$ cat src/rtl/tt_pkg.sv
// rtl/tt_pkg.sv - shared widths, holding-register states and counter limits for the trigger time tagger
package tt_pkg;

    localparam int CNT_WIDTH  = 27;
    localparam int SEC_WIDTH  = 32;
    localparam int LOST_WIDTH = 16;

    localparam logic [CNT_WIDTH-1:0] CNT_MAX = '1;

    typedef enum logic {
        EMPTY = 1'b0,
        FULL  = 1'b1
    } tag_state_t;

endpackage

$ cat src/rtl/trig_time_tagger_if.sv
// rtl/trig_time_tagger_if.sv - tagged-event valid/ack handshake towards the readout side
interface trig_time_tagger_if #(
    parameter int CNT_WIDTH = tt_pkg::CNT_WIDTH,
    parameter int SEC_WIDTH = tt_pkg::SEC_WIDTH
) ();

    logic                 evt_valid;
    logic                 evt_ack;
    logic [CNT_WIDTH-1:0] evt_cycles;
    logic [SEC_WIDTH-1:0] evt_second;

    modport master (
        output evt_valid,
        output evt_cycles,
        output evt_second,
        input  evt_ack
    );

    modport slave (
        input  evt_valid,
        input  evt_cycles,
        input  evt_second,
        output evt_ack
    );

endinterface

$ cat src/rtl/pps_sync_edge.sv
// rtl/pps_sync_edge.sv - multi-flop synchronizer for an asynchronous timing input plus rising-edge pulse
module pps_sync_edge #(
    parameter int STAGES = 2
) (
    input  logic clk,
    input  logic reset,
    input  logic async_in,
    output logic rise
);

    logic [STAGES-1:0] sync;
    logic              sync_q;

    always_ff @(posedge clk) begin
        if (reset) begin
            sync   <= '0;
            sync_q <= 1'b0;
        end else begin
            sync   <= {sync[STAGES-2:0], async_in};
            sync_q <= sync[STAGES-1];
        end
    end

    assign rise = sync[STAGES-1] & ~sync_q;

endmodule

$ cat src/rtl/trig_time_tagger.sv
// rtl/trig_time_tagger.sv - tags trigger rising edges with PPS-disciplined cycle and second counts
module trig_time_tagger #(
    parameter int CNT_WIDTH       = tt_pkg::CNT_WIDTH,
    parameter int SEC_WIDTH       = tt_pkg::SEC_WIDTH,
    parameter int LOST_WIDTH      = tt_pkg::LOST_WIDTH,
    parameter int PPS_SYNC_STAGES = 2
) (
    input  logic                  clk,
    input  logic                  reset,
    input  logic                  trig_in,
    input  logic                  pps_in,
    input  logic                  clear_lost,
    trig_time_tagger_if.master    evt,
    output logic [CNT_WIDTH-1:0]  pps_cycles,
    output logic                  pps_valid,
    output logic [SEC_WIDTH-1:0]  sec_count,
    output logic [LOST_WIDTH-1:0] lost_count,
    output logic                  pps_missing
);

    import tt_pkg::*;

    localparam logic [CNT_WIDTH-1:0]  CNT_TOP  = '1;
    localparam logic [LOST_WIDTH-1:0] LOST_TOP = '1;

    logic                 pps_edge;
    logic                 trig_q;
    logic                 trig_edge;
    logic [CNT_WIDTH-1:0] clk_count;
    logic [CNT_WIDTH-1:0] held_cycles;
    logic [SEC_WIDTH-1:0] held_second;
    tag_state_t           state;
    tag_state_t           state_n;
    logic                 load;
    logic                 drop;

    pps_sync_edge #(
        .STAGES (PPS_SYNC_STAGES)
    ) u_pps_sync (
        .clk      (clk),
        .reset    (reset),
        .async_in (pps_in),
        .rise     (pps_edge)
    );

    always_ff @(posedge clk) begin
        if (reset) begin
            trig_q <= 1'b0;
        end else begin
            trig_q <= trig_in;
        end
    end

    assign trig_edge = trig_in & ~trig_q;

    // Counter saturates rather than wraps so a dead PPS shows up as a pinned count.
    always_ff @(posedge clk) begin
        if (reset) begin
            clk_count   <= '0;
            pps_cycles  <= '0;
            pps_valid   <= 1'b0;
            sec_count   <= '0;
            pps_missing <= 1'b0;
        end else begin
            pps_valid <= pps_edge;
            if (pps_edge) begin
                clk_count   <= '0;
                pps_cycles  <= clk_count + 1'b1;
                sec_count   <= sec_count + 1'b1;
                pps_missing <= 1'b0;
            end else if (clk_count == CNT_TOP) begin
                pps_missing <= 1'b1;
            end else begin
                clk_count <= clk_count + 1'b1;
            end
        end
    end

    always_ff @(posedge clk) begin
        if (reset) begin
            state <= EMPTY;
        end else begin
            state <= state_n;
        end
    end

    always_comb begin
        state_n = state;
        load    = 1'b0;
        drop    = 1'b0;
        case (state)
            EMPTY: begin
                if (trig_edge) begin
                    load    = 1'b1;
                    state_n = FULL;
                end
            end
            FULL: begin
                if (trig_edge && evt.evt_ack) begin
                    load = 1'b1;
                end else if (trig_edge) begin
                    drop = 1'b1;
                end else if (evt.evt_ack) begin
                    state_n = EMPTY;
                end
            end
            default: state_n = EMPTY;
        endcase
    end

    // Tag uses pre-update counter values, so a coincident PPS leaves the event in the old second.
    always_ff @(posedge clk) begin
        if (reset) begin
            held_cycles <= '0;
            held_second <= '0;
        end else if (load) begin
            held_cycles <= clk_count;
            held_second <= sec_count;
        end
    end

    always_ff @(posedge clk) begin
        if (reset) begin
            lost_count <= '0;
        end else if (clear_lost) begin
            lost_count <= {{(LOST_WIDTH-1){1'b0}}, drop};
        end else if (drop && (lost_count != LOST_TOP)) begin
            lost_count <= lost_count + 1'b1;
        end
    end

    assign evt.evt_valid  = (state == FULL);
    assign evt.evt_cycles = held_cycles;
    assign evt.evt_second = held_second;

endmodule
$ cat src/flat_wrapper.sv
// flat-port wrapper written by rule: the top's interface ports become plain ports
module trig_time_tagger_flat import tt_pkg::*;
#(
    parameter int CNT_WIDTH       = tt_pkg::CNT_WIDTH,
    parameter int SEC_WIDTH       = tt_pkg::SEC_WIDTH,
    parameter int LOST_WIDTH      = tt_pkg::LOST_WIDTH,
    parameter int PPS_SYNC_STAGES = 2
)
  (clk, reset, trig_in, pps_in, clear_lost, pps_cycles, pps_valid, sec_count, lost_count, pps_missing, evt_evt_valid, evt_evt_cycles, evt_evt_second, evt_evt_ack);
  trig_time_tagger_if #(.CNT_WIDTH(CNT_WIDTH), .SEC_WIDTH(SEC_WIDTH)) evt_i ();
  input  logic clk;
  input  logic reset;
  input  logic trig_in;
  input  logic pps_in;
  input  logic clear_lost;
  output logic [CNT_WIDTH-1:0] pps_cycles;
  output logic pps_valid;
  output logic [SEC_WIDTH-1:0] sec_count;
  output logic [LOST_WIDTH-1:0] lost_count;
  output logic pps_missing;
  output wire logic [$bits(evt_i.evt_valid)-1:0] evt_evt_valid;
  output wire logic [$bits(evt_i.evt_cycles)-1:0] evt_evt_cycles;
  output wire logic [$bits(evt_i.evt_second)-1:0] evt_evt_second;
  input wire logic [$bits(evt_i.evt_ack)-1:0] evt_evt_ack;
  assign evt_evt_valid = evt_i.evt_valid;
  assign evt_evt_cycles = evt_i.evt_cycles;
  assign evt_evt_second = evt_i.evt_second;
  assign evt_i.evt_ack = evt_evt_ack;
  trig_time_tagger #(.CNT_WIDTH(CNT_WIDTH), .SEC_WIDTH(SEC_WIDTH), .LOST_WIDTH(LOST_WIDTH), .PPS_SYNC_STAGES(PPS_SYNC_STAGES)) u_core (.clk(clk), .reset(reset), .trig_in(trig_in), .pps_in(pps_in), .clear_lost(clear_lost), .evt(evt_i), .pps_cycles(pps_cycles), .pps_valid(pps_valid), .sec_count(sec_count), .lost_count(lost_count), .pps_missing(pps_missing));
endmodule
$ cat config.mk
export PLATFORM = sky130hd
export DESIGN_NAME = trig_time_tagger_flat
export DESIGN_NICKNAME = d
export VERILOG_FILES = /design/src/rtl/tt_pkg.sv /design/src/rtl/trig_time_tagger_if.sv /design/src/rtl/pps_sync_edge.sv /design/src/rtl/trig_time_tagger.sv /design/src/flat_wrapper.sv
export SDC_FILE = /design/constraint.sdc
export NUM_CORES = 1
export LEC_CHECK = 0
export CORE_UTILIZATION = 55
export DETAILED_ROUTE_END_ITERATION = 7
export PLACE_DENSITY = 0.95
export SKIP_LAST_GASP = 1
export SLEW_MARGIN = 10
export SYNTH_ARGS = -nofsm -noshare
export SYNTH_HDL_FRONTEND = slang
export SYNTH_SLANG_ARGS = --single-unit
$ cat constraint.sdc
create_clock -name clk -period 4.9 [get_ports clk]
set_clock_uncertainty 0.05 [all_clocks]
set_input_delay 0.98 -clock clk [delete_from_list [all_inputs] [get_ports clk]]
set_output_delay 0.98 -clock clk [all_outputs]
set_load 0.005 [all_outputs]
==> results.md, run 1 <==
* Sw frac at 21.5%
* Clock buffer depth at 2
* VDD IR max at 0.000209 V
* IO buf count at 142
* Ys async rst share at 0%
* Post-DP HPWL at 11.0 mm
* CP Launch Type: flop
* Final Hold Viols at 0
* Routed vias/inst at 5.71
* Netlist Area Pre-Place at 0.00680 mm^2
* ANT nets after route at 0
* Fraction of layout cells with a size suffix above 1 at 5.23%
* Worst skew pair latency at 0.42 ns
* First-pass GRT wire length at 27.3 mm
* Multi-input gate area at 0.00319 mm^2
* Power share of the clock group at 46.0%
* Final GP Congestion at 0.841
* Tightest Pin Transition at 1.22 ns
* Area leader, netlist: dfxtp_1
* Crit path DAT at 3.27 ns
* Fill count at 879
* TritonCTS Buffers at 17
* DIE AREA at 0.0128 mm^2
* Routed vias at 6080
* Top FF cell, synth: dfxtp_1
* Leak at 2.94 nW
* Cell count after synthesis at 792
* Reg clk slew, reported paths at 0.06 ns
* Max-Slew Margin vs Limit at 18.6%
* DRC at 0
* Vias in the first global route at 5686
* Final instance area at 0.00876 mm^2
* Unrepaired setup endpoints after global routing: false
* CTS Hold Buffers Added at 0
* Cts repair resizes at 0
* Worst Path Required at 5.14 ns
* Avg WL per Cell at 15.9 um
* Reg area at 0.00336 mm^2
* Final setup vio count at 0
* CP max FO at 57
* Layout area overhead at 28.8%
* P per Cell Area at 319 mW/mm^2
* Placed Instance Area at 0.00820 mm^2
* GRT Total Usage at 26.7%
* Comb pwr share at 4.1%
* Initial cell density of the core at 56.6%
* GRT overflow at 0
* Cell Count Post-Placement at 1035
* Synth top area cells: dfxtp_1 (49%), nand2_1 (7.9%), a21oi_1 (6.2%), nor2_1 (4.6%), xor2_1 (4.2%)
* Initial antenna violation count at 0
* Number of setup buffers added after CTS at 0
* Register area share after synthesis at 49.4%
* Worst hold path type: reg2reg
* Drt first-iter violations at 462
* Core area at 0.0120 mm^2
* Synth Net Count at 801
* Number of synthesized flops with an enable pin at 0
* Largest net degree at the start of global routing at 71
* Die W at 113 um
* Share of the synthesized area in the top cell type at 49.4%
* CTS sink cnt at 168
* Clock root buffer master: clkbuf_16
* FMAX at 331 MHz
* Std cell rows at 40
* Outcome: finished clean
* Pint at 0.00220 W
* Yosys warnings at 0
* Tmin final at 3.03 ns
* Drt pass-1 iters at 6
* Nets at 916
* # IOs at 143
* Htree depth at 4
* Yosys cell types at 51
* Part of the cycle the worst path needs at 61.7%
* P_sw at 0.000601 W
* CTS tree: built
* Max-cap violations at 0
* Crit. End Element: flop
* Post-route setup TNS at 0 ns
* Yosys reg bits at 168
* Post-Layout Cell Count at 1065
* Max-slew violations at 0
* Die height at 113 um
* Drt total wl at 16.9 mm
* Sequential share of power at 49.9%
* CP Class: reg2reg
* N_diodes at 0
* Syn Area/Cell at 8.59 um^2
[metal layers]
layer,vias to the layer above,wire length (um),track usage [%]
met2,227,8200,44.9
li1,2940,-,-
met3,33,939,5.14
met1,2880,7410,33.6
met5,-,0,0
met4,0,340,11.1
[logic make-up (layout without fill, tap and decap cells)]
family	Yosys count	in the layout	share of synthesized area, %
DFF	168	168	49.4
xor gates and xnor gates	62	62	7.98
muxes	4	4	0.588
and+or+nand+nor	368	368	26.3
AOI/OAI and AO/OA	131	131	11.3
buffers and inverters	56	182	3.84
adders and majority gates	3	3	0.552
[sequential cells by signal (all words and copies together), names as in the netlist]
signal	count
u_core.evt.evt_second	32
u_core.sec_count	32
u_core.clk_count	27
u_core.evt.evt_cycles	27
u_core.pps_cycles	27
u_core.lost_count	16
u_core.u_pps_sync.sync	2
u_core.evt.evt_valid	1
u_core.pps_missing	1
u_core.pps_valid	1
u_core.trig_q	1
u_core.u_pps_sync.sync_q	1
[critical path, stage by stage (launching register included)]
cell	delay, ns
dfxtp_1	0.31
and2b_2	0.83
nand4_1	0.75
nor4_1	0.69
xnor2_1	0.19
nor2_1	0.06
[synth_stat cells, types with 2 or more instances]
library cell	instances
clkbuf_8	2
inv_1	8
dfxtp_1	168
buf_1	2
nor3_1	12
and4_1	12
a211oi_1	25
and3_1	11
xnor2_1	29
nand2b_1	5
o21ai_0	12
nor2_1	83
a21oi_1	84
and2_1	10
or3_1	5
clkbuf_1	34
nand4_2	4
buf_2	6
mux2i_1	4
nor2b_1	5
buf_6	2
nand4_1	23
nand3_1	29
ha_1	3
nor4_1	12
nand2_1	143
a31oi_1	3
xor2_1	33
[metrics by stage]
| step | setup slack (ns) | util (%) | total power, W | hold slack [ns] |
|---|---|---|---|---|
| 2_1_floorplan | 2.76 | - | 0.00150 | 0.364 |
| 3_3_place_gp | 1.90 | 68.3 | 0.00154 | 0.381 |
| 3_5_place_dp | 1.77 | 68.3 | 0.00154 | 0.378 |
| 4_1_cts | 1.86 | 73.0 | 0.00281 | 0.387 |
| 5_1_grt | 1.55 | 73.0 | 0.00289 | 0.408 |
| 6_report | 1.87 | 73.0 | 0.00280 | 0.382 |
[layout make-up]
| class | instances | area share (%) |
|---|---|---|
| Sequential cell | 168 | 38.4 |
| Multi-Input combinational cell | 568 | 36.4 |
| Timing Repair Buffer | 144 | 16.4 |
| Clock buffer | 22 | 5.30 |
| Tap cell | 147 | 2.10 |
| Clock inverter | 8 | 1.13 |
| Inverter | 8 | 0.343 |
[power groups by stage]
| stage | Combinational, W | Clock [W] | Sequential [W] |
|---|---|---|---|
| after detailed placement | 0.000114 | 0 | 0.00143 |
| final | 0.000115 | 0.00129 | 0.00140 |
| after global placement | 0.000112 | 0 | 0.00143 |
| after global routing | 0.000126 | 0.00137 | 0.00140 |
| after CTS | 0.000115 | 0.00130 | 0.00140 |
| after floorplan | 0.0000711 | 0 | 0.00142 |
[path summary, 6_finish.rpt]
check	from	to	slack, ns	depth (start not counted)
max	u_core.u_pps_sync.sync_q	u_core.sec_count[25]	1.87	5
min	u_core.u_pps_sync.sync[0]	u_core.u_pps_sync.sync[1]	0.38	1
max reg2reg	u_core.u_pps_sync.sync_q	u_core.sec_count[25]	1.87	5
min reg2reg	u_core.u_pps_sync.sync[0]	u_core.u_pps_sync.sync[1]	0.38	1
[layout by cell type (no fill, tap or decap), drive strengths merged, types with 2 or more instances in the layout]
master	count
bufinv	2
buf	3
clkdlybuf4s50	141
nor2b	5
nand2	144
nor2	83
o21ai	12
and4	13
nor3	13
xnor2	29
nand2b	5
clkinv	4
inv	8
mux2i	4
dfxtp	168
clkbuf	22
nand4	27
a211oi	25
a31oi	3
and2	11
nor4	13
nand3	29
a21oi	84
xor2	33
and3	12
or3	6
clkinvlp	2
ha	3
Power figures use the tool's default switching activity.
==> run 2: changes to the inputs <==
Settings changed: CORE_UTILIZATION 55 to 51, PLACE_DENSITY 0.95 to 0.91.
Clock period 4.9 ns to 2.9 ns, I/O delays scaled along.
==> run 2 against run 1 <==
Effect of this change:
- non-clock buffer count increased by 4
- maximum frequency increased by 39%
- sequential share of layout area decreased by 0.70 points
- wire length decreased by 2.4%
- register-to-register slack got worse by 1.1 ns
- worst setup slack got worse by 1.1 ns
- first-iteration DRC count decreased by 20%
- critical endpoint is now u_core.clk_count[1]
- largest cell class unchanged
==> results.md, run 2 (synthesized netlist as in run 1, its figures left out) <==
* Routed vias at 6032
* VDD IR max at 0.000405 V
* Post-DP HPWL at 11.0 mm
* Max-Slew Margin vs Limit at 57.1%
* Worst hold path type: reg2reg
* DIE AREA at 0.0138 mm^2
* Leak at 3.00 nW
* GRT overflow at 0
* CTS sink cnt at 168
* Worst Path Required at 3.15 ns
* Vias in the first global route at 5611
* Clock root buffer master: clkbuf_16
* Reg clk slew, reported paths at 0.06 ns
* Grt met1 use at 30.5%
* IO buf count at 142
* Drt total wl at 16.5 mm
* Die height at 118 um
* Fraction of layout cells with a size suffix above 1 at 5.84%
* Clock buffer depth at 2
* Drt pass-1 iters at 5
* Largest net degree at the start of global routing at 78
* Drt first-iter violations at 368
* Fill count at 1009
* ANT nets after route at 0
* Routed vias/inst at 5.50
* CP max FO at 17
* TritonCTS Buffers at 17
* Initial antenna violation count at 0
* Core area at 0.0128 mm^2
* FMAX at 461 MHz
* GR Layer Usage met2 at 40.2%
* First-pass GRT wire length at 27.0 mm
* Part of the cycle the worst path needs at 74.8%
* CP Class: reg2reg
* Most frequent cells in the layout: dfxtp_1 (168), nand2_1 (143), clkdlybuf4s50_1 (141)
* Most common cell after layout, fill and taps aside: dfxtp_1
* Die W at 118 um
* Post-route setup TNS at 0 ns
* Final GP Congestion at 0.820
* Max-slew violations at 0
* Nets at 920
* N_diodes at 0
* Max-cap violations at 0
* Crit. End Element: flop
* Tmin final at 2.17 ns
* P per Cell Area at 556 mW/mm^2
* GRT Total Usage at 24.0%
* Htree depth at 4
* Crit path DAT at 2.42 ns
* Worst skew pair latency at 0.42 ns
* # IOs at 143
* Outcome: finished clean
* Layout area overhead at 31.2%
* Met3 Resource Use GR at 5.23%
* Post-layout util at 69.6%
* Final Hold Viols at 0
* Tightest Pin Transition at 0.642 ns
* DRC at 0
* CTS Hold Buffers Added at 0
* Global routing's busiest layer: met2
* CP Launch Type: flop
* Final setup vio count at 0
* Number of setup buffers added after CTS at 0
* Avg WL per Cell at 15.0 um
* CTS tree: built
* Overall power at 0.00496 W
* Unrepaired setup endpoints after global routing: false
* Std cell rows at 41
* Cts repair resizes at 0
* Initial cell density of the core at 53.1%
[run 2: cell count changes in the layout (fill, tap and decap cells not counted), sizes merged]
cell,previous run,this run
buf,3,7
bufinv,2,4
clkinv,4,2
clkinvlp,2,4
clkbuf,22,21
inv,8,9
[run 2: worst paths after layout]
check	cells after the start	slack [ns]	start	to
setup / recovery	6	0.73	u_core.clk_count[0]	u_core.clk_count[1]
hold / removal	1	0.39	u_core.u_pps_sync.sync[0]	u_core.u_pps_sync.sync[1]
setup reg to reg	6	0.73	u_core.clk_count[0]	u_core.clk_count[1]
hold reg to reg	1	0.39	u_core.u_pps_sync.sync[0]	u_core.u_pps_sync.sync[1]
[run 2: final cells by class]
type                            instances  area (um^2)  share of cell area (%)
Tap cell                              172          215                    2.41
Multi-Input combinational cell        568         3190                    35.7
Clock buffer                           21          460                    5.16
Sequential cell                       168         3360                    37.7
Clock inverter                         11          169                    1.89
Timing Repair Buffer                  148         1500                    16.8
Inverter                                8         30.0                   0.336
[run 2: power breakdown]
group | internal, W | total (W) | switching [W]
clock network | 0.00149 | 0.00240 | 0.000908
registers | 0.00234 | 0.00236 | 0.0000231
logic | 0.0000837 | 0.000206 | 0.000122
total | 0.00391 | 0.00496 | 0.00105
[run 2: per-stage QoR]
step	setup slack, ns	hold slack (ns)	instances	area [um^2]
CTS	0.752	0.395	1096	8930
global route	0.505	0.411	1096	8930
floorplan	1.10	0.364	792	6800
detailed placement	0.529	0.378	1064	8300
finish	0.730	0.390	1096	8930
global placement	0.624	0.376	1064	8300
[run 2: per-layer routing]
layer / wire, um / vias up
li1: - / 2954
met1: 7310 / 2865
met2: 7990 / 201
met3: 1030 / 12
met4: 163 / 0
met5: 0 / -
[run 2: critical path, cell delays in order (launching register included)]
cell	delay, ns
dfxtp_1	0.47
ha_1	0.25
nand3_1	0.16
nor3_4	0.27
nand4_2	0.48
mux2i_1	0.30
nor2_1	0.06
==> run 3: changes to the inputs <==
Clock period 2.9 ns to 2.1 ns, I/O delays scaled along.
==> run 3 against run 2 <==
Effect of this change:
- cell count up 2.6%
- maximum frequency increased by 11%
- utilization up 1.8 points
- total power grew 39%
- worst hold slack got worse by 0.16 ns
- combinational power rose by 46%
- first-iteration DRC count grew 26%
- non-clock buffer count grew 29
==> results.md, run 3 (synthesized netlist as in run 1, its figures left out) <==
* Placed Instance Area at 0.00850 mm^2
* Outcome: finished clean
* P per Cell Area at 752 mW/mm^2
* Drt pass-1 iters at 4
* Core area at 0.0128 mm^2
* Max-slew violations at 0
* Comb pwr share at 4.4%
* Final GP Congestion at 0.856
* First-pass GRT wire length at 28.0 mm
* Routed vias at 6230
* Final hold slack at 0.228 ns
* GRT overflow at 0
* FMAX at 512 MHz
* Max-Slew Margin vs Limit at 64.1%
* Htree depth at 4
* Tmin final at 1.95 ns
* VDD IR max at 0.000517 V
* Post-layout util at 71.4%
* CP Launch Type: flop
* Part of the cycle the worst path needs at 93.1%
* Clock buffer depth at 2
* DRC at 0
* IO buf count at 142
* GRT Total Usage at 24.8%
* Power share of the clock group at 48.4%
* Worst Path Required at 2.35 ns
* CP max FO at 9
* Vias in the first global route at 5673
* Crit. End Element: flop
* Worst skew pair latency at 0.42 ns
* TritonCTS Buffers at 17
* Leak at 3.18 nW
* Sw frac at 20.6%
* Sequential share of power at 47.2%
* Final instance area at 0.00916 mm^2
* Unrepaired setup endpoints after global routing: false
* Post-Layout Cell Count at 1125
* Avg WL per Cell at 15.2 um
* Largest net degree at the start of global routing at 74
* Post-route setup TNS at 0 ns
* Reg clk slew, reported paths at 0.07 ns
* Std cell rows at 41
* Worst hold path type: in2reg
* Initial antenna violation count at 0
* CTS Hold Buffers Added at 0
* Clock root buffer master: clkbuf_16
* Final Hold Viols at 0
* Initial cell density of the core at 53.1%
* Drt first-iter violations at 464
* Crit path DAT at 2.20 ns
* Most common cell after layout, fill and taps aside: dfxtp_1
* Layout area overhead at 34.6%
* Tightest Pin Transition at 0.539 ns
* Cell Count Post-Placement at 1092
* Pint at 0.00547 W
* Die W at 118 um
* Fill count at 946
* ANT nets after route at 0
* CP Class: reg2reg
* N_diodes at 0
* Nets at 949
* Final setup vio count at 0
* Routed vias/inst at 5.54
* Most frequent cells in the layout: dfxtp_1 (168), nand2_1 (143), clkdlybuf4s50_1 (141)
* DIE AREA at 0.0138 mm^2
* CTS sink cnt at 168
* Max-cap violations at 0
* Drt total wl at 17.2 mm
* P_sw at 0.00142 W
* Post-DP HPWL at 11.4 mm
* Fraction of layout cells with a size suffix above 1 at 8.71%
* CTS tree: built
* # IOs at 143
* Die height at 118 um
run 3: cell count changes in the layout (fill, tap and decap cells not counted):
cell | previous run | this run
buf_4 | 4 | 34
clkinvlp_4 | 4 | 0
clkbuf_1 | 2 | 4
clkbuf_8 | 2 | 4
buf_12 | 3 | 2
clkinv_4 | 0 | 1
inv_6 | 1 | 0
nand3_1 | 29 | 28
nand3_2 | 0 | 1
nor4_1 | 12 | 11
nor4_4 | 0 | 1
run 3: final cells by class:
cell class,count,area [um^2],share of cell area [%]
clock inverter,7,139,1.52
tap,172,215,2.35
inverter,8,30.0,0.328
timing repair buffer,177,1710,18.6
sequential,168,3360,36.7
clock buffer,25,495,5.41
multi-input combinational,568,3210,35.0
run 3: critical path, cell delays in order (launching register included):
cell     delay (ns)
dfxtp_1        0.43
ha_1           0.29
nand3_2        0.23
o41ai_4        0.34
buf_4          0.22
nor3_1         0.07
xnor2_1        0.16
nor2_1         0.05
run 3: power groups by stage:
stage	logic [W]	registers (W)	clock network [W]
floorplan	0.000166	0.00332	0
finish	0.000300	0.00325	0.00333
global route	0.000326	0.00326	0.00351
detailed placement	0.000298	0.00332	0
global placement	0.000294	0.00332	0
CTS	0.000301	0.00325	0.00337
run 3: repair_timing:
action,4_1_cts,5_1_grt
resized for setup,0,3
endpoints found under the setup margin,2,5
pin swaps,1,1
buffers inserted,0,1
run 3: worst paths after layout:
kind,startpoint,endpoint,slack [ns],depth (start not counted)
worst min-delay path,reset,u_core.pps_cycles[26],0.23,2
worst min register to register,u_core.u_pps_sync.sync[0],u_core.u_pps_sync.sync[1],0.39,1
worst max register to register,u_core.lost_count[0],u_core.lost_count[5],0.15,7
worst max-delay path,u_core.lost_count[0],u_core.lost_count[5],0.15,7
run 3: through the flow:
| stage | total power [W] | worst slack (ns) |
|---|---|---|
| 2_1_floorplan | 0.00349 | 0.301 |
| 3_3_place_gp | 0.00362 | 0.0419 |
| 3_5_place_dp | 0.00362 | 0.0161 |
| 4_1_cts | 0.00693 | 0.0380 |
| 5_1_grt | 0.00709 | 0.0327 |
| 6_report | 0.00689 | 0.145 |
run 3: layer usage:
metal / vias to the layer above / wire [um] / GRT usage (%)
met5: - / 0 / 0
met1: 2952 / 7610 / 31.8
li1: 3025 / - / -
met2: 226 / 8260 / 41.3
met3: 27 / 997 / 5.96
met4: 0 / 282 / 7.13
